<file path="src/rtl/counter_cmd_seq.sv">
// Command sequencer for a 4-bit up/down counter: queues {op, data, len} commands
// and drives the counter's load/direction/data pins for len+1 cycles per command.
module counter_cmd_seq #(
    parameter int DEPTH = 4
) (
    input  logic       clk,
    input  logic       rst,
    input  logic       cmd_valid,
    output logic       cmd_ready,
    input  logic [1:0] cmd_op,
    input  logic [3:0] cmd_data,
    input  logic [3:0] cmd_len,
    input  logic [3:0] COUNT_IN,
    output logic [3:0] D_OUT,
    output logic       LOAD,
    output logic       ASC_DESC,
    output logic       busy,
    output logic       done
);

    localparam int AW = (DEPTH > 1) ? $clog2(DEPTH) : 1;
    localparam int CW = $clog2(DEPTH + 1);

    typedef enum logic [1:0] {
        OP_LOAD  = 2'b00,
        OP_UP    = 2'b01,
        OP_DOWN  = 2'b10,
        OP_PAUSE = 2'b11
    } op_e;

    typedef struct packed {
        op_e        op;
        logic [3:0] data;
        logic [3:0] len;
    } cmd_t;

    localparam int CMD_W = $bits(cmd_t);

    typedef enum logic {
        ST_IDLE = 1'b0,
        ST_RUN  = 1'b1
    } state_e;

    cmd_t          mem_r [DEPTH];
    cmd_t          head_s;
    cmd_t          new_s;
    logic [AW-1:0] wr_ptr_r;
    logic [AW-1:0] rd_ptr_r;
    logic [CW-1:0] count_r;
    logic [CW-1:0] count_s;
    logic          ready_r;
    logic          push_s;
    logic          pop_s;
    logic          empty_s;

    state_e        state_r;
    state_e        state_s;
    logic [3:0]    remain_r;
    logic [3:0]    remain_s;
    op_e           op_r;
    op_e           op_s;
    logic [3:0]    d_out_r;
    logic [3:0]    d_out_s;
    logic          load_r;
    logic          load_s;
    logic          asc_r;
    logic          asc_s;
    logic          busy_r;
    logic          busy_s;
    logic          done_r;
    logic          done_s;

    assign head_s  = mem_r[rd_ptr_r];
    assign empty_s = (count_r == {CW{1'b0}});
    assign push_s  = cmd_valid & ready_r;

    // Incoming command record and next occupancy.
    always_comb begin
        new_s.op   = op_e'(cmd_op);
        new_s.data = cmd_data;
        new_s.len  = cmd_len;
        count_s    = count_r;
        if (push_s && !pop_s) begin
            count_s = count_r + CW'(1);
        end else if (!push_s && pop_s) begin
            count_s = count_r - CW'(1);
        end else begin
            count_s = count_r;
        end
    end

    // Command FIFO storage, pointers and registered ready (low while in reset).
    always_ff @(posedge clk) begin
        if (!rst) begin
            wr_ptr_r <= {AW{1'b0}};
            rd_ptr_r <= {AW{1'b0}};
            count_r  <= {CW{1'b0}};
            ready_r  <= 1'b0;
            for (int i = 0; i < DEPTH; i++) begin
                mem_r[i] <= cmd_t'({CMD_W{1'b0}});
            end
        end else begin
            if (push_s) begin
                mem_r[wr_ptr_r] <= new_s;
                wr_ptr_r        <= wr_ptr_r + AW'(1);
            end
            if (pop_s) begin
                rd_ptr_r <= rd_ptr_r + AW'(1);
            end
            count_r <= count_s;
            ready_r <= (count_s != CW'(DEPTH));
        end
    end

    // Next-state and next-output logic; IDLE holds the counter like PAUSE.
    always_comb begin
        state_s  = state_r;
        remain_s = remain_r;
        op_s     = op_r;
        d_out_s  = d_out_r;
        load_s   = load_r;
        asc_s    = asc_r;
        done_s   = 1'b0;
        pop_s    = 1'b0;
        case (state_r)
            ST_IDLE: begin
                load_s  = 1'b0;
                d_out_s = COUNT_IN;
                if (!empty_s) begin
                    pop_s = 1'b1;
                end else begin
                    state_s = ST_IDLE;
                end
            end
            ST_RUN: begin
                if (op_r == OP_PAUSE) begin
                    d_out_s = COUNT_IN;
                end else begin
                    d_out_s = d_out_r;
                end
                if (remain_r != 4'd0) begin
                    remain_s = remain_r - 4'd1;
                end else if (!empty_s) begin
                    pop_s = 1'b1;
                end else begin
                    state_s = ST_IDLE;
                    done_s  = 1'b1;
                    load_s  = 1'b0;
                    d_out_s = COUNT_IN;
                end
            end
            default: begin
                state_s = ST_IDLE;
            end
        endcase
        // A pop overrides the above with the head command's outputs.
        if (pop_s) begin
            state_s  = ST_RUN;
            remain_s = head_s.len;
            op_s     = head_s.op;
            case (head_s.op)
                OP_LOAD: begin
                    load_s  = 1'b0;
                    d_out_s = head_s.data;
                    asc_s   = 1'b1;
                end
                OP_UP: begin
                    load_s  = 1'b1;
                    d_out_s = d_out_r;
                    asc_s   = 1'b1;
                end
                OP_DOWN: begin
                    load_s  = 1'b1;
                    d_out_s = d_out_r;
                    asc_s   = 1'b0;
                end
                OP_PAUSE: begin
                    load_s  = 1'b0;
                    d_out_s = COUNT_IN;
                    asc_s   = asc_r;
                end
                default: begin
                    load_s  = 1'b0;
                    d_out_s = COUNT_IN;
                    asc_s   = asc_r;
                end
            endcase
        end else begin
            op_s = op_r;
        end
        busy_s = (state_s == ST_RUN);
    end

    // State and output registers.
    always_ff @(posedge clk) begin
        if (!rst) begin
            state_r  <= ST_IDLE;
            remain_r <= 4'd0;
            op_r     <= OP_PAUSE;
            d_out_r  <= 4'd0;
            load_r   <= 1'b0;
            asc_r    <= 1'b1;
            busy_r   <= 1'b0;
            done_r   <= 1'b0;
        end else begin
            state_r  <= state_s;
            remain_r <= remain_s;
            op_r     <= op_s;
            d_out_r  <= d_out_s;
            load_r   <= load_s;
            asc_r    <= asc_s;
            busy_r   <= busy_s;
            done_r   <= done_s;
        end
    end

    assign cmd_ready = ready_r;
    assign D_OUT     = d_out_r;
    assign LOAD      = load_r;
    assign ASC_DESC  = asc_r;
    assign busy      = busy_r;
    assign done      = done_r;

endmodule

</file>
<file path="config.mk">
export PLATFORM = sky130hd
export DESIGN_NAME = counter_cmd_seq
export DESIGN_NICKNAME = d
export VERILOG_FILES = /design/src/rtl/counter_cmd_seq.sv
export SDC_FILE = /design/constraint.sdc
export NUM_CORES = 1
export LEC_CHECK = 0
export ABC_AREA = 1
export CAP_MARGIN = 10
export CORE_MARGIN = 2
export CORE_UTILIZATION = 40
export CTS_CLUSTER_DIAMETER = 30
export DETAILED_ROUTE_END_ITERATION = 6
export PLACE_DENSITY = 0.63
export RECOVER_POWER = 25
export SLEW_MARGIN = 20
export SYNTH_ARGS = -nofsm -noshare
export SYNTH_HDL_FRONTEND = slang
export SYNTH_SLANG_ARGS = --single-unit
</file>
<file path="constraint.sdc">
create_clock -name clk -period 1.9 [get_ports clk]
set_clock_uncertainty 0.05 [all_clocks]
set_input_delay 0.38 -clock clk [delete_from_list [all_inputs] [get_ports clk]]
set_output_delay 0.38 -clock clk [all_outputs]
set_load 0.005 [all_outputs]
</file>
==> results by group <==
Logic synthesis
  • Mapped cell area: ~3000 µm²
  • Syn_area_per_cell: 8.75 µm²
  • Synth Register Bits: 64
  • Register area share after synthesis: 56.0%
  • Cells after synthesis: 343
  • Post-synth net total: 367
  • Netlist cell types: 28
  • Number of flops mapped to enable cells by yosys: 40
  • FFs w/ async S/R, synth: 0%
  • Top FF cell, synth: edfxtp_1
  • Synthesis Warnings: 0

Place
  • Placer Congestion: 0.805
  • Area of placed instances: 3480 µm²
  • Detailed placement HPWL: 4450 µm
  • Buffers on Ports: 25

Power and ir drop
  • Leakage: 1.61 nW
  • P per Cell Area: approximately 1500 nW/µm²
  • Worst IR Drop VDD: around 0.43 mV
  • Total power: 5.49 mW

Floorplan
  • I/O pin cnt: 26
  • Die ar.: 8210 µm²
  • Die Span X: 90.6 µm
  • Row count: 31
  • DIE HEIGHT: 90.6 µm
  • Initial Util: 41.4%
  • Placeable Area: 7250 µm²

GRT
  • GRT overflow: 0
  • Antenna violations before repair: 0
  • Largest net degree at the start of global routing: 19
  • Vias in the first global route: ~2200
  • GR Util All Layers: between 10% and 20%
  • First-pass GRT wire length: 10100 µm

Worst setup path
  • Critical Path End Type: flip-flop
  • CP max FO: 13
  • Critical path required time: roughly 2.1 ns
  • Critical path class: flip-flop to flip-flop
  • Worst EP arrival: 1.98 ns
  • Crit start category: flip-flop

Timing
  • Setup tns final: 0 ns
  • Slew Limit Fails: 0
  • Setup-failing EPs final: 0
  • Tcrit/Tclk final: 91.4%
  • Fmax: approximately 0.58 GHz
  • Worst slew pin tran: 0.474 ns
  • Minimum clock period: 1.74 ns
  • Fin. Hold Viols: 0
  • Slew margin rel.: between 60% and 70%

CTS
  • CTS clk-pin slew, worst paths: 0.07 ns
  • CTS Buf Count: 9
  • Clock insertion delay at the later pin of the skew report: 0.34 ns
  • Clock sink total: 64
  • CTS tree: yes
  • Clock root cell: clkbuf_8
  • Clk buf depth: 2
  • H-tree levels: 3

Flow run
  • Max_cap viols: 0

Drt
  • Post-DR vias/cell: approximately 4.7
  • Wire length per cell: about 12 µm
  • TritonRoute pass-1 iters: 4
  • Antenna-violating nets left: 0
  • Total wire length: between 5000 and 6000 µm
  • Vias post-DR: 2310
  • Iter 0 DRT Violations: between 100 and 150
  • DRC violations left: 0

Status
  • Status: finished clean

Layout
  • P&R area growth vs syn: 23.9%
  • Final net count: 415
  • Number of inserted diodes: 0
  • Fill count: 692
  • Fin area: about 3700 µm²
  • Share of layout cells above drive strength 1: 13.2%

Min path
  • Worst Min Path Start: rd_ptr_r[1]
  • Worst hold path class: flip-flop to flip-flop
==> per-layer routing <==
metal  routed length [µm]  vias up  GRT usage, %
li1                     -     1216             -
met1                 2850     1042          20.2
met2                 2780       43          24.6
met3                  240        9          4.34
met4                   98        0          7.69
met5                    0        -             0
==> Yosys cell counts (2+ instances only) <==
cell	n	share of area, %
a21oi_1	12	2.0
dfxtp_1	24	16
nand2_1	68	8.5
nand3b_1	4	1.0
nand2_2	2	0.42
nor2_1	58	7.3
inv_1	38	4.8
inv_2	3	0.38
nand3_1	32	5.3
buf_4	3	0.75
o21ai_1	2	0.33
nand2_4	2	0.75
ha_1	7	2.9
nor2_2	5	1.0
o22ai_1	5	1.0
o21ai_0	17	2.8
xor2_1	3	0.88
buf_2	8	1.3
edfxtp_1	40	40
nor3_1	2	0.33
==> cell type report <==
class | count | area [µm²] | area share [%]
clock buffers | 9 | 124 | 3.33
clock inverters | 6 | 37.5 | 1.01
inverters | 41 | 154 | 4.14
multi-input cells | 225 | 1130 | 30.3
flip-flops and latches | 64 | 1680 | 45.3
well taps | 99 | 124 | 3.33
repair buffers | 50 | 469 | 12.6
==> flip-flops by register name, summed over array words and instances (netlist names), 2 cells and up, named ones only <==
name      count
mem_r        40
remain_r      4
op_r          2
D_OUT         4
count_r       3
wr_ptr_r      2
rd_ptr_r      2
==> final timing paths <==
path / cells past startpoint / to / slack [ns]
max: 11 / D_OUT[2] / 0.16
max reg2reg: 11 / D_OUT[2] / 0.16
min reg2reg: 2 / flip-flop / 0.41
min: 2 / flip-flop / 0.41
==> logic make-up after synthesis <==
group / after synthesis / share of synthesized area [%]
DFF: 64 / 56.0
AOI/OAI and AO/OA: 41 / 7.59
adders and majority gates: 7 / 2.92
xor gates and xnor gates: 3 / 0.876
buffers and inverters: 54 / 7.71
and+or+nand+nor: 174 / 24.9
==> report_power, final <==
part,internal (mW),total [mW],switching [mW]
registers,1.78,1.95,0.175
clock network,0.458,0.979,0.521
logic,1.12,2.56,1.43
==> layout by cell type, fill, tap and decap left out, types with 2 or more instances in the layout <==
master,instances
ha_1,5
clkbuf_1,2
inv_1,37
nor2_2,2
dfxtp_1,24
clkdlybuf4s50_1,24
nor2_4,2
ha_4,2
nand2_2,2
buf_12,3
clkinvlp_4,2
clkinv_1,2
nor3_1,2
nand3_1,32
o21ai_1,3
clkinv_2,2
nand2_1,69
o21ai_0,16
inv_2,3
clkbuf_8,9
a21oi_1,12
xor2_1,3
nand3b_1,4
buf_4,18
nor2_1,59
o22ai_1,4
edfxtp_1,40
==> worst max-delay path, cell delays in order, from the launching register on <==
cell and delay [ns]:
dfxtp_1 0.36, buf_6 0.15, nand2_1 0.07, a32oi_2 0.19, inv_1 0.11, ha_4 0.29, inv_1 0.06, nor2_4 0.13
nand3_1 0.09, nand3_1 0.09, nand2_1 0.05, inv_1 0.04
==> what timing repair did <==
action / CTS / global route
hold endpoints to repair: 0 / 0
resized for setup: 0 / 9
buffers inserted: 0 / 5
endpoints found under the setup margin: 0 / 6
hold buffers: 0 / 0
==> per-stage QoR <==
stage	hold WS [ns]	utilization, %	cells	setup slack, ns
after detailed placement	0.408	48.0	474	-0.0157
after CTS	0.411	50.3	489	0.0387
after global routing	0.428	51.2	494	-0.00127
after floorplan	0.386	-	343	0.170
after global placement	0.399	48.0	474	-0.00385
final	0.410	51.2	494	0.163
Note: power is estimated with default switching activity, not from simulation.
